--- config.mk ---
export PLATFORM = sky130hd
export DESIGN_NAME = shift_sub_divider
export DESIGN_NICKNAME = d
export VERILOG_FILES = /design/src/rtl/shift_sub_divider_pkg.sv /design/src/rtl/div_step.sv /design/src/rtl/shift_sub_divider.sv
export SDC_FILE = /design/constraint.sdc
export NUM_CORES = 1
export LEC_CHECK = 0
export BUFFER_PORTS_ARGS = -buffer_cell sky130_fd_sc_hd__buf_2
export CORE_UTILIZATION = 40
export CTS_CLUSTER_DIAMETER = 200
export DETAILED_ROUTE_END_ITERATION = 10
export GPL_ROUTABILITY_DRIVEN = 0
export RECOVER_POWER = 100
export SLEW_MARGIN = 10
export SYNTH_ARGS = -nofsm -noshare
export SYNTH_HDL_FRONTEND = slang
export SYNTH_SLANG_ARGS = --single-unit
export TNS_END_PERCENT = 50
--- constraint.sdc ---
create_clock -name clk -period 2.7 [get_ports clk]
set_clock_uncertainty 0.15 [all_clocks]
set_input_delay 0.135 -clock clk [delete_from_list [all_inputs] [get_ports clk]]
set_output_delay 0.135 -clock clk [all_outputs]
set_load 0.05 [all_outputs]
--- src/rtl/shift_sub_divider_pkg.sv ---
// Shared definitions for the shift-subtract divider: FSM state encoding and default widths.
package shift_sub_divider_pkg;

    // Default dividend/quotient width and divisor/remainder width.
    localparam int unsigned DefaultDw = 8;
    localparam int unsigned DefaultVw = 4;

    typedef enum logic [1:0] {
        StIdle = 2'd0,
        StRun  = 2'd1,
        StDone = 2'd2
    } state_e;

endpackage

--- src/rtl/div_step.sv ---
// One restoring shift-subtract division step (combinational).
// Ports:
//   rem      - current partial remainder (VW+1 bits, always < divisor)
//   dbit     - next dividend bit, MSB first
//   m        - divisor
//   rem_next - partial remainder after the step
//   qbit     - quotient bit produced by the step
module div_step
    import shift_sub_divider_pkg::*;
#(
    parameter int unsigned VW = DefaultVw
) (
    input  logic [VW:0]   rem,
    input  logic          dbit,
    input  logic [VW-1:0] m,
    output logic [VW:0]   rem_next,
    output logic          qbit
);

    logic [VW+1:0] shifted;
    logic [VW+1:0] diff;

    always_comb begin
        shifted  = {rem, dbit};
        diff     = shifted - {2'b00, m};
        // rem < m keeps shifted below 2^(VW+1), so the top bit of diff is the borrow.
        qbit     = ~diff[VW+1];
        rem_next = qbit ? diff[VW:0] : shifted[VW:0];
    end

endmodule

--- src/rtl/shift_sub_divider.sv ---
// Sequential restoring divider: q = p / m, r = p % m, one quotient bit per cycle.
// Ports:
//   clk, rst  - clock, synchronous active-high reset
//   start     - begin a division (accepted only when idle)
//   p, m      - dividend (DW bits), divisor (VW bits)
//   busy      - division in progress (RUN or DONE)
//   done      - one-cycle pulse when results are valid
//   q, r      - quotient, remainder; held until the next result
//   div_zero  - divisor was zero
//   ovf       - quotient exceeds VW bits
// Build option: define DIV_OVERFLOW_CHK_EN to enable the ovf check; otherwise ovf is tied low.
module shift_sub_divider
    import shift_sub_divider_pkg::*;
#(
    parameter int unsigned DW = DefaultDw,
    parameter int unsigned VW = DefaultVw
) (
    input  logic          clk,
    input  logic          rst,
    input  logic          start,
    input  logic [DW-1:0] p,
    input  logic [VW-1:0] m,
    output logic          busy,
    output logic          done,
    output logic [DW-1:0] q,
    output logic [VW-1:0] r,
    output logic          div_zero,
    output logic          ovf
);

    localparam int unsigned CntW = (DW > 1) ? $clog2(DW) : 1;
    localparam logic [CntW-1:0] LastCnt = CntW'(DW - 1);

    state_e          state_q, state_d;
    logic [DW-1:0]   dvd_q, dvd_d;     // dividend shifts out MSB first, quotient shifts in at LSB
    logic [VW:0]     rem_q, rem_d;
    logic [VW-1:0]   m_q, m_d;
    logic [CntW-1:0] cnt_q, cnt_d;
    logic [DW-1:0]   q_q, q_d;
    logic [VW-1:0]   r_q, r_d;
    logic            dz_q, dz_d;

    logic [VW:0]     step_rem;
    logic            step_qbit;
    logic [DW-1:0]   quot_next;

    div_step #(
        .VW(VW)
    ) u_step (
        .rem      (rem_q),
        .dbit     (dvd_q[DW-1]),
        .m        (m_q),
        .rem_next (step_rem),
        .qbit     (step_qbit)
    );

    assign quot_next = {dvd_q[DW-2:0], step_qbit};

`ifdef DIV_OVERFLOW_CHK_EN
    logic ovf_q, ovf_d;
`endif

    always_comb begin
        state_d = state_q;
        dvd_d   = dvd_q;
        rem_d   = rem_q;
        m_d     = m_q;
        cnt_d   = cnt_q;
        q_d     = q_q;
        r_d     = r_q;
        dz_d    = dz_q;
`ifdef DIV_OVERFLOW_CHK_EN
        ovf_d   = ovf_q;
`endif
        unique case (state_q)
            StIdle: begin
                if (start) begin
                    dvd_d = p;
                    m_d   = m;
                    rem_d = '0;
                    cnt_d = '0;
                    if (m == '0) begin
                        state_d = StDone;
                        q_d     = '1;
                        r_d     = '0;
                        dz_d    = 1'b1;
`ifdef DIV_OVERFLOW_CHK_EN
                        ovf_d   = 1'b0;
`endif
                    end else begin
                        state_d = StRun;
                    end
                end
            end
            StRun: begin
                dvd_d = quot_next;
                rem_d = step_rem;
                cnt_d = cnt_q + CntW'(1);
                if (cnt_q == LastCnt) begin
                    state_d = StDone;
                    q_d     = quot_next;
                    r_d     = step_rem[VW-1:0];
                    dz_d    = 1'b0;
`ifdef DIV_OVERFLOW_CHK_EN
                    ovf_d   = (quot_next >> VW) != '0;
`endif
                end
            end
            StDone: begin
                state_d = StIdle;
            end
            default: begin
                state_d = StIdle;
            end
        endcase
    end

    always_ff @(posedge clk) begin
        if (rst) begin
            state_q <= StIdle;
            dvd_q   <= '0;
            rem_q   <= '0;
            m_q     <= '0;
            cnt_q   <= '0;
            q_q     <= '0;
            r_q     <= '0;
            dz_q    <= 1'b0;
        end else begin
            state_q <= state_d;
            dvd_q   <= dvd_d;
            rem_q   <= rem_d;
            m_q     <= m_d;
            cnt_q   <= cnt_d;
            q_q     <= q_d;
            r_q     <= r_d;
            dz_q    <= dz_d;
        end
    end

`ifdef DIV_OVERFLOW_CHK_EN
    always_ff @(posedge clk) begin
        if (rst) begin
            ovf_q <= 1'b0;
        end else begin
            ovf_q <= ovf_d;
        end
    end
    assign ovf = ovf_q;
`else
    assign ovf = 1'b0;
`endif

    assign busy     = (state_q != StIdle);
    assign done     = (state_q == StDone);
    assign q        = q_q;
    assign r        = r_q;
    assign div_zero = dz_q;

endmodule

# Yosys cells after proc, flatten, opt, wreduce, memory -nomap -nowiden
# Index checks and enable logic that the tools add are counted.
# totals
word_cells	48
in_bits	15
output_inout_bits	16
regBits	35
# op_classes
n_reduce_logical	8
n_eq_ne	6
bitwise	1
muxes	23
n_addsub	2
# op_table
op	count
$mux W8	4
$pmux W8 S2	2
$mux W4	3
$mux W5	2
$pmux W5 S2	1
$pmux W4 S2	1
$mux W2	3
$ne A2 B2 Y1 const B	3
$pmux W3 S2	1
$reduce_and A2 Y1	3
$sub A6 B4 Y6	1
$logic_not A4 Y1	1
$pmux W2 S2	1
$reduce_and A4 Y1	1
$reduce_bool A2 Y1	2
$add A3 B1 Y3 const B	1
$eq A3 B3 Y1 const B	1
$mux W1	3
$mux W3	1
$eq A2 B1 Y1 const B	1
$eq A2 B2 Y1 const B	1
$logic_not A2 Y1	1
$pmux W1 S2	1
$not A1 Y1	1

# Depth between registers and ports, before layout
# Gate-level depths: netlist of run 1.
# logic_depth
depth_word	4
ltp_mapped	9
ltp_nobuf	9

# Cells and area by module
# From an unflattened synthesis of run 1, not the netlist that was laid out.
# unflattened
cells_unflattened	198
area_unflattened_um2	1860.5
# by_module_without_submodules
module	area_each_um2	seq_area_each_um2	instances	cells_each
shift_sub_divider	1516.5	700.7	1	161
div_step	344.1	0.0	1	37

# Worst setup path after synthesis of run 1
# Ideal clock, no wire load.
# synth_path
kind	reg2reg
from	register m_q[1]
to	register r_q[1] (netlist: r[1])
synth_period_minus_slack_ps	2086
path_buffers	0
path_stages_with_launch	8
setup_ps	79
path_slack_ps	614
required_ps	2471
t_arrival_ps	1857
path_cell_list	dfxtp_1 inv_1 ha_1 nor2b_1 o31a_2 o211ai_4 mux2_2 a211oi_2
# synth_via
elab_chain_cells	4
# synth_lines
element	line	source
start: declaration	shift_sub_divider.sv:37	logic [VW-1:0] m_q, m_d;
start signal: assignment	shift_sub_divider.sv:132	m_q <= m_d;
$sub A6 B4 Y6	div_step.sv:25	diff = shifted - {2'b00, m};
$mux W5	div_step.sv:28	rem_next = qbit ? diff[VW:0] : shifted[VW:0];
$mux W4	shift_sub_divider.sv:99	if (cnt_q == LastCnt) begin
$pmux W4 S2	shift_sub_divider.sv:75	unique case (state_q)
end signal: assignment	shift_sub_divider.sv:135	r_q <= r_d;
end: declaration	shift_sub_divider.sv:40	logic [VW-1:0] r_q, r_d;
# Every way passes these cells. The select of a mux whose other input is x is not followed.
# A chain may end at the register's enable or synchronous reset.

# Worst setup path after layout of run 1
# layout_path
from	register m_q[1]
to	register r_q[2] (netlist: r[2])
# The elaborated chain is that of the path after synthesis.

==> results of run 1 <==
==> path summary, 6_finish.rpt <==
kind              startpoint         end  slack (ns)  depth (start not counted)
setup / recovery      m_q[1]        r[2]        0.30                          7
hold / removal         start  state_q[1]        0.15                          3
setup reg to reg      m_q[1]        r[2]        0.30                          7
hold reg to reg       m_q[3]      m_q[3]        0.31                          2
==> per-layer routing <==
metal / vias up / track usage
met2: 23 / 0.301
met1: 728 / 0.244
met3: 7 / 0.0395
met4: 0 / 0.0938
li1: 798 / -
met5: - / 0
==> where the power goes <==
group          internal (mW)  switching (mW)  total (mW)
logic                  0.125           0.230       0.355
registers              0.562          0.0344       0.596
clock network          0.181           0.192       0.373
total                  0.868           0.457        1.32
==> critical path, stage by stage (launching register included) <==
cell and delay, ns:
dfxtp_1 0.33, inv_1 0.07, ha_1 0.26, nor2b_1 0.15, o31a_2 0.32, o211ai_1 0.43, mux2_1 0.41, a211oi_2 0.21
==> cell usage after synthesis, drive strengths merged, types with 2 or more instances <==
cell type / number
clkbuf: 8
dfxtp: 35
o21ai: 2
o41ai: 2
nand2: 36
nor4: 2
and2b: 2
nor2: 36
a311oi: 8
and2: 2
nand3: 2
mux2: 2
mux2i: 2
nor2b: 3
nand3b: 2
a211oi: 12
inv: 6
a21oi: 12
ha: 6
nand2b: 2
o21a: 2
buf: 7
o2111ai: 2
xor2: 2
==> flip-flops by register name, indices dropped and copies added (netlist names) <==
signal and cells:
cnt_q 3, q 8, rem_q 5, state_q 2, m_q 4, r 4
div_zero 1, dvd_q 8
==> area by class of cell <==
type,count,area (um^2),share of cell area
clock buffer,7,76.3,0.0367
clock inverter,1,5.00,0.00241
inverter,6,22.5,0.0108
multi-input combinational,153,945,0.454
sequential,35,701,0.337
tap,50,62.6,0.0301
timing repair buffer,45,269,0.129
==> cell families (layout without fill, tap and decap cells) <==
| group | after synthesis | after routing | share of synthesized area |
|---|---|---|---|
| simple gates | 93 | 93 | 0.244 |
| compound gates | 46 | 46 | 0.217 |
| flops | 35 | 35 | 0.394 |
| buf+inv | 21 | 59 | 0.0556 |
| fa+ha+maj | 7 | 7 | 0.0535 |
| mux | 4 | 4 | 0.0239 |
| xor+xnor | 2 | 2 | 0.00986 |
| other cells | 1 | 1 | 0.00211 |
==> flow_summary.ini, run 1 <==
[outcome]
status = finished clean

[clock_network]
cts.repair.resized = 0
cts_tree = built
cts_buffers = 5
htree_num_levels = 2
root_buffer = clkbuf_8
cts_setup_buffers = 0
hold_buffers = 12
clock_path_buffers = 2
clock_latency_ns = 0.29
cts.sinks = 35
cts.clk_slew.worst_paths_ns = 0.07

[worst_setup_path]
arrival_ns = 2.46
cp-start-kind = flip-flop
critical_path_class = flip-flop to flip-flop
cp_max_fo = 4
cp_data_required_time_ns = 2.77
end_kind = flip-flop

[floorplanning]
die_area_mm2 = 0.00471
fp.coreArea_mm2 = 0.00414
rows = 23
initial_utilization = 0.429
io_pins = 31
die_h_um = 68.6
die_w_um = 68.6

[synth]
synth_area_mm2 = 0.00178
yosysWarnings = 0
syn_inst = 209
yosysTopAreaCellShare = 0.394
avgSynthCellArea_um2 = 8.50
synth_area_leaders = dfxtp_1 (39%), nand2_1 (7.6%), nor2_1 (7.6%)
synth_edf_count = 0
yosys_register_bits = 35
syn-num-nets = 231
synth_ff_type = dfxtp_1
ys_seq_area_frac = 0.394
synthArstFlopShare = 0
synth_area_leader_cell = dfxtp_1
synthDistinctLibCells = 43

[sta]
clock.fmax_mhz = 417
setup-tns-final_ns = 0
max_slew_margin = 0.537
fin_hold_ws_ns = 0.147
fin_ws_ns = 0.303
final-setup-viol-count = 0
final_max_slew_viol_count = 0
post-route-period-util = 0.888
rsz0062_at_grt = false
finalHoldViolations = 0
fin_crit_ns = 2.40
max_slew.worst_pin.slew_ns = 0.694

[hold_path]
hold_path.class = input port to flip-flop

[placement]
pre_cts_ws_ns = 0.494
dpl.hpwl_mm = 2.67
dpl.cell_count = 277
io_buffers = 29
postPlaceCellArea_mm2 = 0.00194

[detailed_routing]
drtPass1Iterations = 5
wl_met2_mm = 1.81
top_layer_used = met4
vias_per_cell = 5.24
drt_wl_total_mm = 3.93
wl_met1_mm = 1.94
vias = 1556
wl_met3_um = 107
ant_nets = 0
drc = 0
drt-wirelength-per-cell_um = 13.2
drt_iter0_markers = 79

[power_and_ir_drop]
power_density_mw_per_mm2 = 637
leakagePower_nw = 0.789
p_total_mw = 1.32
irDropWorstVdd_v = 0.000362

[final_layout]
antennaDiodeCount = 0
area_growth_pct = 17.1
finalNonFillerCells = 297
layout.nets = 268
drive_gt1_frac = 0.130
finalCoreUtilization = 0.502
final_cell_mix = nor2_1 (36), nand2_1 (36), dfxtp_1 (35)
fin_area_mm2 = 0.00208
nFillCells = 443

[global_route]
grt-ovfl-total = 0
antenna_found_initial = 0
grt.total_usage = 0.191
grt_pass1_vias = 1428
grt_start_max_net_pins = 39
grt_pass1_wl_mm = 6.50

[run]
maxCapViolCount = 0
Power figures use the tool's default switching activity.
==> inputs of run 2 (changes only) <==
- ABC_AREA: not set -> 1
==> run 2 against run 1 <==
  * The flow now finishes with violations (hold timing)
  * Clock-buffer cell count decreased by 1
  * Global-route usage decreased by 2.3 points
  * Die area decreased by 6.0%
  * Area after synthesis decreased by 6.2%
  * Non-clock buffer count decreased by 12
  * First-iteration DRC count decreased by 1.3%
  * Fmax increased by 20%
  * Synthesized cell count increased by 6.7%
  * Critical path depth increased by 1
  * Power increased by 30%
  * Wire length decreased by 8.9%
  * Critical endpoint unchanged
==> flow_summary.ini, run 2 <==
[worst_setup_path]
crit_family = buffers and inverters
arrival_ns = 2.06
cp_data_required_time_ns = 2.76
cp-start-kind = flip-flop
slowest_delay_ns = 0.46
cp_max_fo = 24
end_kind = flip-flop
r2r_slack_ns = 0.70
cp_cell_sequence = ha_1 -> ha_1 -> inv_1 -> o21ai_0 -> nand2_2 -> inv_1 -> o21ai_0 -> a21oi_1
critical_path_class = flip-flop to flip-flop
crit_buf_inv = 2
cp_slowest_cell = inv_1

[final_layout]
multi_input_area_um2 = 787
antennaDiodeCount = 0
nFillCells = 410
final_cell_mix = dfxtp_1 (35), nand2_1 (33), a21oi_1 (32)
seqCellArea_um2 = 701
drive_gt1_frac = 0.0949
area_growth_pct = 12.8
layout.nets = 276
final_common_cell = dfxtp_1
fin_area_mm2 = 0.00188

[global_route]
grt-ovfl-total = 0
grt.total_usage = 0.168
grt_pass1_vias = 1249
grt_start_max_net_pins = 25
grt_pass1_wl_mm = 5.57
antenna_found_initial = 0

[detailed_routing]
vias = 1468
wl_met1_mm = 1.80
drt_iter0_markers = 78
ant_nets = 0
drc = 0
drt_wl_total_mm = 3.58
wl_met3_um = 131
vias_per_cell = 4.84
top_layer_used = met4
drt-wirelength-per-cell_um = 11.8
drtPass1Iterations = 4
wl_met2_mm = 1.60

[placement]
io_buffers = 29
postPlaceCellArea_mm2 = 0.00181
dpl.hpwl_mm = 2.52

[sta]
post-route-period-util = 0.741
clock.fmax_mhz = 500
setup-tns-final_ns = 0
fin_crit_ns = 2.00
fin_hold_ws_ns = -0.000640
max_slew.worst_pin.slew_ns = 0.615
max_slew_margin = 0.589
rsz0062_at_grt = false
final-setup-viol-count = 0
finalHoldViolations = 1
final_max_slew_viol_count = 0

[synth]
synthArstFlopShare = 0
synth_area_leaders = dfxtp_1 (42%), a21oi_1 (9.6%), nand2_1 (6.8%)
synth_area_mm2 = 0.00167
synth_area_leader_cell = dfxtp_1
yosysTopAreaCellShare = 0.420
ys_seq_area_frac = 0.420
synth_ff_type = dfxtp_1
yosysWarnings = 0
netlist_top_cells_count = dfxtp_1 (35), a21oi_1 (32), nand2_1 (30)
yosysMostFrequentCell = dfxtp_1
yosys_register_bits = 35
syn_inst = 223
avgSynthCellArea_um2 = 7.47
syn-num-nets = 245
synthDistinctLibCells = 27
synth_edf_count = 0

[power_and_ir_drop]
leakagePower_nw = 0.828
power_density_mw_per_mm2 = 917
p_sw_frac = 0.420
clkPwrFrac = 0.198
p_comb_frac = 0.421
p_int_uw = 999
irDropWorstVdd_v = 0.000387
switchingPower_uw = 725
pwr-share-seq = 0.380

[outcome]
violations = hold timing
status = complete, but fails checks

[clock_network]
cts_tree = built
cts_buffers = 5
cts.clk_slew.worst_paths_ns = 0.07
cts.repair.resized = 0
cts.sinks = 35
clock_path_buffers = 2
root_buffer = clkbuf_8
htree_num_levels = 2
clock_latency_ns = 0.28

[hold_path]
hold_path.class = input port to flip-flop

[floorplanning]
initial_utilization = 0.417
fp.coreArea_mm2 = 0.00400
rows = 23
io_pins = 31
die_w_um = 66.6
die_h_um = 66.6
die_area_mm2 = 0.00443

[run]
maxCapViolCount = 0
==> run 2: through the flow <==
| stage | total power, mW | setup slack [ns] | instances | hold WS (ns) | util |
|---|---|---|---|---|---|
| 2_1_floorplan | 1.28 | 1.08 | 223 | 0.149 | - |
| 3_3_place_gp | 1.41 | 0.844 | 293 | 0.264 | 0.453 |
| 3_5_place_dp | 1.41 | 0.867 | 293 | 0.284 | 0.453 |
| 4_1_cts | 1.76 | 0.828 | 303 | 0.000286 | 0.481 |
| 5_1_grt | 1.85 | 0.407 | 303 | 0.0226 | 0.470 |
| 6_report | 1.72 | 0.699 | 303 | -0.000640 | 0.470 |
==> run 2: per-layer routing <==
layer / GRT usage / up-vias
met5: 0 / -
met4: 0.0718 / 0
met3: 0.0411 / 5
met2: 0.270 / 25
met1: 0.212 / 645
li1: - / 793
==> run 2: layout make-up <==
type | count | area share
clock buffers | 6 | 0.0386
inverters | 24 | 0.0479
multi-input cells | 155 | 0.419
flip-flops and latches | 35 | 0.373
well taps | 50 | 0.0333
repair buffers | 33 | 0.0885
==> run 2: worst min-delay path, delay by kind of cell <==
| family | cells | cell delay, ns |
|---|---|---|
| buffers and inverters | 1 | 0.08 |
| AOI/OAI and AO/OA | 2 | 0.17 |
==> run 2: power by group through the flow <==
stage          Combinational (mW)  Sequential (mW)  Clock [mW]
3_5_place_dp                0.741            0.667           0
2_1_floorplan               0.546            0.732           0
5_1_grt                     0.812            0.663       0.370
6_report                    0.726            0.655       0.342
3_3_place_gp                0.745            0.668           0
4_1_cts                     0.751            0.657       0.350
==> run 2: logic make-up (layout without fill, tap and decap cells) <==
| kind of cell | after synthesis | count (layout) | share of synthesized area |
|---|---|---|---|
| AO/OA/AOI/OAI | 59 | 59 | 0.185 |
| XOR/XNOR | 1 | 1 | 0.00526 |
| adder cells (fa/ha/maj) | 7 | 7 | 0.0571 |
| buffers and inverters | 33 | 63 | 0.0916 |
| flip-flops | 35 | 35 | 0.420 |
| other | 1 | 1 | 0.00225 |
| AND/OR/NAND/NOR | 87 | 87 | 0.238 |
==> run 2: worst paths after layout <==
kind                                from       end  cells after the start
worst max-delay path            cnt_q[0]      r[2]                      8
worst min-delay path                m[2]    m_q[2]                      3
worst max register to register  cnt_q[0]      r[2]                      8
worst min register to register  cnt_q[1]  cnt_q[1]                      2
==> run 2: timing repair <==
| action | 4_1_cts | 5_1_grt |
|---|---|---|
| buffers inserted | 0 | 0 |
| hold buffers | 4 | 0 |
| hold endpoints to repair | 4 | 0 |
==> inputs of run 3 (changes only) <==
- clock period: 2.7 -> 1.8 ns (I/O delays scaled with it)
==> run 3 against run 2 <==
  * The run still ends with hold timing left
  * Critical endpoint is now q[0]
  * First-iteration DRC count fell by 55%
  * Core utilization rose by 8.9 points
  * Sequential cell count did not move
  * Largest cell class unchanged
  * Critical path type unchanged
  * Non-clock buffer count rose by 18
==> flow_summary.ini, run 3 (same netlist as run 2, synthesis figures left out) <==
[floorplanning]
die_area_mm2 = 0.00443
die_h_um = 66.6
io_pins = 31
rows = 23
initial_utilization = 0.417
die_w_um = 66.6
fp.coreArea_mm2 = 0.00400

[detailed_routing]
drt_iter0_markers = 35
drt-wirelength-per-cell_um = 12.0
drt_wl_total_mm = 3.87
ant_nets = 0
vias_per_cell = 4.78
drc = 0
vias = 1544
drtPass1Iterations = 4

[sta]
final-setup-viol-count = 0
rsz0062_at_grt = true
finalHoldViolations = 2
fin_crit_ns = 1.69
post-route-period-util = 0.937
max_slew_margin = 0.600
max_slew.worst_pin.slew_ns = 0.603
clock.fmax_mhz = 593
fin_hold_ws_ns = -0.0123
final_max_slew_viol_count = 0

[final_layout]
drive_gt1_frac = 0.278
fin_area_mm2 = 0.00224
area_growth_pct = 34.2
antennaDiodeCount = 0
final_cell_mix = nand2_1 (28), a21oi_1 (28), dfxtp_1 (26)
layout.nets = 294

[global_route]
grt_start_max_net_pins = 22
grt_pass1_wl_mm = 5.89
antenna_found_initial = 0
grt_pass1_vias = 1298
grt-ovfl-total = 0
grt.total_usage = 0.181

[placement]
postPlaceCellArea_mm2 = 0.00190
dpl.hpwl_mm = 2.59
io_buffers = 29

[power_and_ir_drop]
power_density_mw_per_mm2 = 1340
p_total_mw = 3.00
leakagePower_nw = 0.937
irDropWorstVdd_v = 0.000718

[worst_setup_path]
cp_max_fo = 6
cp_data_required_time_ns = 1.83
end_kind = flip-flop
arrival_ns = 1.72
critical_path_class = flip-flop to flip-flop
cp-start-kind = flip-flop

[clock_network]
root_buffer = clkbuf_8
cts.sinks = 35
clock_path_buffers = 2
cts.clk_slew.worst_paths_ns = 0.08
clock_latency_ns = 0.29
htree_num_levels = 2
cts_buffers = 5
cts_tree = built

[hold_path]
hold_path.class = input port to flip-flop

[run]
maxCapViolCount = 0

[outcome]
status = complete, but fails checks
violations = hold timing
## run 3: cell count changes in the layout (fill, tap and decap cells not counted), sizes merged
cell	delta
buf	+9
clkinv	+1
dlygate4sd3	+8
clkinvlp	+1
clkbuf	+1
## run 3: path summary, 6_finish.rpt
kind / startpoint / to / slack [ns] / cells after the start
worst min register to register: cnt_q[0] / cnt_q[0] / 0.30 / 1
worst min-delay path: start / m_q[3] / -0.01 / 3
worst max register to register: rem_q[2] / q[0] / 0.11 / 8
worst max-delay path: rem_q[2] / q[0] / 0.11 / 8
## run 3: report_power, final
part,internal [mW],leakage [nW],switching (mW)
clock,0.313,0.0474,0.307
sequential,0.910,0.291,0.100
combinational,0.502,0.599,0.867
## run 3: metrics by stage
stage	hold slack, ns	utilization	std cells	setup WS (ns)	setup TNS (ns)
finish	-0.0123	0.559	323	0.113	0
global route	0.00648	0.559	323	-0.0145	-0.0232
CTS	0.000829	0.530	321	0.0114	0
detailed placement	0.230	0.474	301	-0.000247	-0.000247
global placement	0.227	0.474	301	0.0131	0
floorplan	0.104	-	223	0.183	0
## run 3: critical path, cell delays in order (launching register included)
cell and delay [ns]:
dfxtp_4 0.36, ha_4 0.28, inv_4 0.04, nor2_4 0.11
nand2_2 0.09, nand4_1 0.23, nand3_1 0.15, nor2_1 0.12
nor2_1 0.05
## run 3: repair_timing
| action | CTS | global route |
|---|---|---|
| hold endpoints to repair | 11 | 0 |
| setup buffers | 0 | 2 |
| hold buffers | 12 | 0 |
| gates resized for setup | 3 | 38 |
| setup endpoints to repair | 5 | 19 |
| pin swaps | 2 | 9 |
## run 3: layout make-up
type,instances,area (um^2)
Fill cell,394,1760
Tap cell,50,62.6
Multi-Input combinational cell,155,918
Clock buffer,6,82.6
Clock inverter,2,16.3
Sequential cell,35,719
Inverter,24,95.1
Timing Repair Buffer,51,343
## run 3: layer usage
metal	global-route usage	up-vias	part of all wire
met4	0.0718	0	0.013
met1	0.239	674	0.50
met3	0.0462	6	0.023
met5	0	-	0
li1	-	845	-
met2	0.278	19	0.46
